==> config.mk <==
export PLATFORM = sky130hd
export DESIGN_NAME = dp_sequencer_flat
export DESIGN_NICKNAME = d
export VERILOG_FILES = /design/src/rtl/dp_sequencer_if.sv /design/src/rtl/dp_sequencer.sv /design/src/flat_wrapper.sv
export SDC_FILE = /design/constraint.sdc
export NUM_CORES = 1
export LEC_CHECK = 0
export CAP_MARGIN = 40
export CORE_UTILIZATION = 45
export DETAILED_ROUTE_END_ITERATION = 12
export PLACE_DENSITY = 0.79
export SYNTH_ARGS = -nofsm -noshare
export SYNTH_HDL_FRONTEND = slang
export SYNTH_SLANG_ARGS = --single-unit
==> constraint.sdc <==
create_clock -name Clk -period 2.67 [get_ports Clk]
set_input_delay 0.534 -clock Clk [delete_from_list [all_inputs] [get_ports Clk]]
set_output_delay 0.534 -clock Clk [all_outputs]
set_load 0.005 [all_outputs]
==> src/rtl/dp_sequencer_if.sv <==
// Control bundle between the instruction source/ALU and the dp_sequencer.
// The master side supplies the instruction and ALU flags. The slave side drives the datapath controls.
interface dp_sequencer_if;
  logic        START;
  logic [31:0] IR_IN;
  logic [3:0]  FLAGS_OUT;
  logic [19:0] RSLCT;
  logic [4:0]  OP;
  logic        S;
  logic        ALU_OUT;
  logic [3:0]  FLAGS;
  logic        LOAD;
  logic        LOADPC;
  logic        IR_CU;
  logic        BUSY;
  logic        DONE;
  logic        ILLEGAL;

  modport master (
    output START, IR_IN, FLAGS_OUT,
    input  RSLCT, OP, S, ALU_OUT, FLAGS, LOAD, LOADPC, IR_CU, BUSY, DONE, ILLEGAL
  );

  modport slave (
    input  START, IR_IN, FLAGS_OUT,
    output RSLCT, OP, S, ALU_OUT, FLAGS, LOAD, LOADPC, IR_CU, BUSY, DONE, ILLEGAL
  );
endinterface

==> src/rtl/dp_sequencer.sv <==
// Multi-cycle sequencer for one ARM register-operand data-processing instruction.
// It holds the NZCV flags and evaluates the condition code for each instruction.
module dp_sequencer #(
  parameter logic [3:0] PC_REG = 4'd15
) (
  input  logic          Clk,
  input  logic          RESET,
  dp_sequencer_if.slave bus
);

  typedef enum logic [2:0] {
    ST_IDLE,
    ST_DECODE,
    ST_EXEC,
    ST_PCINC,
    ST_DONE
  } state_t;

  state_t      state;
  logic [31:0] ir;
  logic        illegal;
  logic        cond_pass;
  logic        is_test;
  logic        n_f, z_f, c_f, v_f;

  assign {n_f, z_f, c_f, v_f} = bus.FLAGS;

  // Selects and opcode come straight from the latched word. They are zero whenever the controller does not own the bus.
  assign bus.RSLCT = bus.IR_CU ? {4'h0, ir[11:8], ir[3:0], ir[19:16], ir[15:12]} : 20'h0;
  assign bus.OP    = bus.IR_CU ? {1'b0, ir[24:21]} : 5'h0;

  assign illegal = (ir[27:26] != 2'b00) | ir[25] | (ir[11:4] != 8'h00) | (ir[31:28] == 4'hF);
  assign is_test = (ir[24:21] == 4'b1000) | (ir[24:21] == 4'b1001) |
                   (ir[24:21] == 4'b1010) | (ir[24:21] == 4'b1011);

  always_comb begin
    cond_pass = 1'b0;
    case (ir[31:28])
      4'h0:    cond_pass = z_f;
      4'h1:    cond_pass = !z_f;
      4'h2:    cond_pass = c_f;
      4'h3:    cond_pass = !c_f;
      4'h4:    cond_pass = n_f;
      4'h5:    cond_pass = !n_f;
      4'h6:    cond_pass = v_f;
      4'h7:    cond_pass = !v_f;
      4'h8:    cond_pass = c_f && !z_f;
      4'h9:    cond_pass = !c_f || z_f;
      4'hA:    cond_pass = (n_f == v_f);
      4'hB:    cond_pass = (n_f != v_f);
      4'hC:    cond_pass = !z_f && (n_f == v_f);
      4'hD:    cond_pass = z_f || (n_f != v_f);
      4'hE:    cond_pass = 1'b1;
      default: cond_pass = 1'b0;
    endcase
  end

  // NOTE: every register here uses <=, so all decisions in one edge see the same pre-edge values.
  always_ff @(posedge Clk or negedge RESET) begin
    if (!RESET) begin
      // NOTE: a reset in the middle of an instruction clears every strobe at once. A partial write or PC load cannot follow.
      state       <= ST_IDLE;
      ir          <= 32'h0;
      bus.FLAGS   <= 4'h0;
      bus.S       <= 1'b0;
      bus.ALU_OUT <= 1'b0;
      bus.LOAD    <= 1'b0;
      bus.LOADPC  <= 1'b0;
      bus.IR_CU   <= 1'b0;
      bus.BUSY    <= 1'b0;
      bus.DONE    <= 1'b0;
      bus.ILLEGAL <= 1'b0;
    end else begin
      case (state)
        ST_IDLE: begin
          if (bus.START) begin
            ir        <= bus.IR_IN;
            bus.IR_CU <= 1'b1;
            bus.BUSY  <= 1'b1;
            state     <= ST_DECODE;
          end
        end
        ST_DECODE: begin
          if (illegal) begin
            bus.DONE    <= 1'b1;
            bus.ILLEGAL <= 1'b1;
            state       <= ST_DONE;
          end else if (!cond_pass) begin
            bus.LOADPC <= 1'b1;
            state      <= ST_PCINC;
          end else begin
            bus.ALU_OUT <= 1'b1;
            bus.S       <= ir[20];
            bus.LOAD    <= !is_test;
            state       <= ST_EXEC;
          end
        end
        ST_EXEC: begin
          if (ir[20]) bus.FLAGS <= bus.FLAGS_OUT;
          bus.ALU_OUT <= 1'b0;
          bus.S       <= 1'b0;
          bus.LOAD    <= 1'b0;
          // A write to the PC register replaces the sequential increment.
          bus.LOADPC  <= !(bus.LOAD && (ir[15:12] == PC_REG));
          state       <= ST_PCINC;
        end
        ST_PCINC: begin
          bus.LOADPC <= 1'b0;
          bus.DONE   <= 1'b1;
          state      <= ST_DONE;
        end
        ST_DONE: begin
          bus.DONE    <= 1'b0;
          bus.ILLEGAL <= 1'b0;
          bus.BUSY    <= 1'b0;
          bus.IR_CU   <= 1'b0;
          state       <= ST_IDLE;
        end
        default: state <= ST_IDLE;
      endcase
    end
  end

endmodule

==> src/flat_wrapper.sv <==
// flat-port wrapper written by rule: the top's interface ports become plain ports
module dp_sequencer_flat 
#(
  parameter logic [3:0] PC_REG = 4'd15
)
  (Clk, RESET, bus_START, bus_IR_IN, bus_FLAGS_OUT, bus_RSLCT, bus_OP, bus_S, bus_ALU_OUT, bus_FLAGS, bus_LOAD, bus_LOADPC, bus_IR_CU, bus_BUSY, bus_DONE, bus_ILLEGAL);
  dp_sequencer_if bus_i ();
  input  logic Clk;
  input  logic RESET;
  input wire logic [$bits(bus_i.START)-1:0] bus_START;
  input wire logic [$bits(bus_i.IR_IN)-1:0] bus_IR_IN;
  input wire logic [$bits(bus_i.FLAGS_OUT)-1:0] bus_FLAGS_OUT;
  output wire logic [$bits(bus_i.RSLCT)-1:0] bus_RSLCT;
  output wire logic [$bits(bus_i.OP)-1:0] bus_OP;
  output wire logic [$bits(bus_i.S)-1:0] bus_S;
  output wire logic [$bits(bus_i.ALU_OUT)-1:0] bus_ALU_OUT;
  output wire logic [$bits(bus_i.FLAGS)-1:0] bus_FLAGS;
  output wire logic [$bits(bus_i.LOAD)-1:0] bus_LOAD;
  output wire logic [$bits(bus_i.LOADPC)-1:0] bus_LOADPC;
  output wire logic [$bits(bus_i.IR_CU)-1:0] bus_IR_CU;
  output wire logic [$bits(bus_i.BUSY)-1:0] bus_BUSY;
  output wire logic [$bits(bus_i.DONE)-1:0] bus_DONE;
  output wire logic [$bits(bus_i.ILLEGAL)-1:0] bus_ILLEGAL;
  assign bus_i.START = bus_START;
  assign bus_i.IR_IN = bus_IR_IN;
  assign bus_i.FLAGS_OUT = bus_FLAGS_OUT;
  assign bus_RSLCT = bus_i.RSLCT;
  assign bus_OP = bus_i.OP;
  assign bus_S = bus_i.S;
  assign bus_ALU_OUT = bus_i.ALU_OUT;
  assign bus_FLAGS = bus_i.FLAGS;
  assign bus_LOAD = bus_i.LOAD;
  assign bus_LOADPC = bus_i.LOADPC;
  assign bus_IR_CU = bus_i.IR_CU;
  assign bus_BUSY = bus_i.BUSY;
  assign bus_DONE = bus_i.DONE;
  assign bus_ILLEGAL = bus_i.ILLEGAL;
  dp_sequencer #(.PC_REG(PC_REG)) u_core (.Clk(Clk), .RESET(RESET), .bus(bus_i));
endmodule
==> results.txt <==
DRC: 0
CP Data Arrival Time: 1750 ps
Clock root buffer master: clkbuf_8
Vias per inst: 5.09
Leak: 1.29 nW
Maxcap violations: 0
Total negative setup slack: 0 ps
IO Count: 76
Final count of pins violating max slew: 0
Critical Path RT: 2140 ps
Via count: 1684
M1 WL: 2.02 mm
Multi-input logic area: 0.00101 mm^2
# hold bufs at CTS: 0
Crit path kind: register to primary output
H-tree depth: 2
# clock sinks: 46
Fin nets: 302
Sequential area share after synthesis: 50.6%
Max FO, Critical Path: 23
Total length of routed wires: 4.43 mm
VDD IR max: 427 uV
Post CTS Setup Buffer Count: 0
Final RePlAce weighted congestion: 0.807
Count leader, synth: dfrtp_1
Met2 Wirelength: 2.12 mm
DR top layer: met4
Area grow syn2layout: 34.8%
GRT Util Overall: 18.2%
Final worst clock skew: 6.75 ps
Post-DP HPWL: 3.21 mm
Top cells by count, synth: dfrtp_1, mux2_2, and2_1, nor2_1, nand2_1
Slew HR: 49.4%
Min Tclk post-route: 2290 ps
CP max-delay cell: dfrtp_1
Metal3 WL: 246 um
Worst-skew pair later-pin latency: 300 ps
Drt initial violations: 109
EDFF count, synth: 0
Top cell type's share of synthesized area: 50.6%
Register area: 0.00115 mm^2
Largest net degree at the start of global routing: 34
Total Power Consumption: 2.16 mW
Row count: 25
Fmax: 437 MHz
Yosys reg bits: 46
Reg clk slew, reported paths: 90 ps
Vias in the first global route: 1585
Synthesized area: 0.00227 mm^2
Starting density of the core: 47.5%
Die area: 0.00534 mm^2
Async SR Flop Fraction: 100%
ANT nets after route: 0
CTS tree: done
Post-synth cell types: 42
CP Launch Type: register
Largest cells by area after synthesis: dfrtp_1, mux2_2, and2_1
Fraction of layout cells with a size suffix above 1: 19.3%
First-pass GRT wire length: 7.35 mm
Synth warnings: 0
Worst Tran Pin Value: 739 ps
HP Class: input port to asynchronous set/reset pin
Number of buffers added on ports: 70
RSZ-0062 raised after global routing: no
Die Y-Extent: 73.1 um
Synth Area per Inst: 11.5 um^2
Total CTS buffers: 5
Initial DRT Pass Iterations: 4
# setup viols final: 0
Area leader, netlist: dfrtp_1
Core Area: 0.00479 mm^2
Post-synth top flop: dfrtp_1
Status: finished, final reports clean
Crit. End Element: primary output
Syn Inst Count: 197
CTS Buffer Depth: 2
Global route overflow: 0
Routed WL per cell: 13.4 um
Worst path cell trace: and2_1, clkdlybuf4s50_1
CTS-repair resized insts: 0
FILL cells: 397
Max incr delay on CP: 720 ps
DIE WIDTH: 73.1 um
Inserted Diodes: 0
Fin. Hold Viols: 0
Final worst path period share: 85.6%
PwrDens: 703 mW/mm^2
R2r worst-path depth: 5
Initial antenna violation count: 0
-- kinds of logic after synthesis --
kind of cell           Yosys count  share of synthesized area (%)
multiplexers                    38                           18.6
AND/OR/NAND/NOR                 65                           16.6
AO/OA/AOI/OAI                   22                           7.10
other                            1                          0.165
buffers and inverters           22                           5.78
flip-flops                      46                           50.6
XOR/XNOR                         3                           1.16
-- state kept, by name (all words and copies together), names as in the netlist --
| signal | cells |
|---|---|
| u_core.bus.LOADPC | 1 |
| u_core.state | 3 |
| u_core.bus.ILLEGAL | 1 |
| u_core.bus.DONE | 1 |
| u_core.bus.S | 1 |
| u_core.bus.IR_CU | 1 |
| u_core.bus.ALU_OUT | 1 |
| u_core.bus.LOAD | 1 |
| u_core.bus.FLAGS | 4 |
| u_core.ir | 32 |
-- path summary, 6_finish.rpt --
| check | slack [ps] | startpoint | endpoint |
|---|---|---|---|
| min in group Clk | 500 | u_core.ir[0] | u_core.ir[0] |
| setup reg to reg | 770 | u_core.ir[30] | u_core.bus.LOAD |
| hold / removal | 140 | RESET | u_core.ir[14] |
| max in group asynchronous | 1800 | RESET | u_core.ir[16] |
| setup / recovery | 380 | u_core.bus.IR_CU | bus_OP[1] |
| hold reg to reg | 500 | u_core.ir[0] | u_core.ir[0] |
-- layout make-up --
class                           instances  share of cell area [%]
Sequential cell                        46                    37.5
Multi-Input combinational cell        133                    32.8
Timing Repair Buffer                   72                    23.2
Tap cell                               67                    2.73
Clock buffer                            6                    2.69
Inverter                                5                   0.612
Clock inverter                          2                   0.408
-- cell usage in the layout (no fill, tap or decap), types with 2 or more instances in the layout --
cell / netlist / routed
a211oi_1: 2 / 2
a21oi_1: 5 / 5
and2_1: 20 / 20
and3b_1: 2 / 2
buf_4: 6 / 2
clkbuf_8: 0 / 6
clkdlybuf4s50_1: 0 / 69
conb_1: 1 / 5
dfrtp_1: 46 / 46
inv_1: 5 / 5
mux2_2: 35 / 35
mux2i_1: 3 / 3
nand2_1: 7 / 7
nand3_1: 2 / 2
nand4_1: 2 / 2
nor2_1: 11 / 11
nor2b_1: 5 / 5
nor3_1: 4 / 4
nor4_1: 2 / 2
o21ai_0: 4 / 4
o32ai_1: 2 / 2
or4_1: 2 / 2
xor2_1: 2 / 2
-- critical path, delay by kind of cell, from the launching register on --
kind | cells | cell delay (ps)
DFF | 1 | 720
buffers and inverters | 1 | 500
and+or+nand+nor | 1 | 230
-- per-layer routing --
| layer | track usage [%] | up-vias |
|---|---|---|
| li1 | - | 811 |
| met1 | 23.8 | 818 |
| met2 | 28.9 | 50 |
| met3 | 5.52 | 5 |
| met4 | 6.10 | 0 |
| met5 | 0 | - |
-- power breakdown --
group | switching (mW) | internal [mW] | leakage (nW)
logic | 0.229 | 0.485 | 0.680
clock network | 0.233 | 0.208 | 0.0472
registers | 0.151 | 0.850 | 0.558
total | 0.613 | 1.54 | 1.29
-- per-stage QoR --
step / cell area (um^2) / util [%] / std cells / setup slack (ps) / hold slack (ps)
finish: 3070 / 64.1 / 331 / 384 / 139
global route: 3070 / 64.1 / 331 / 245 / 147
CTS: 3070 / 64.1 / 331 / 338 / 137
detailed placement: 2970 / 62.1 / 323 / 588 / 472
global placement: 2970 / 62.1 / 323 / 607 / 464
floorplan: 2290 / - / 201 / 986 / 238
Note: power is estimated with default switching activity, not from simulation.
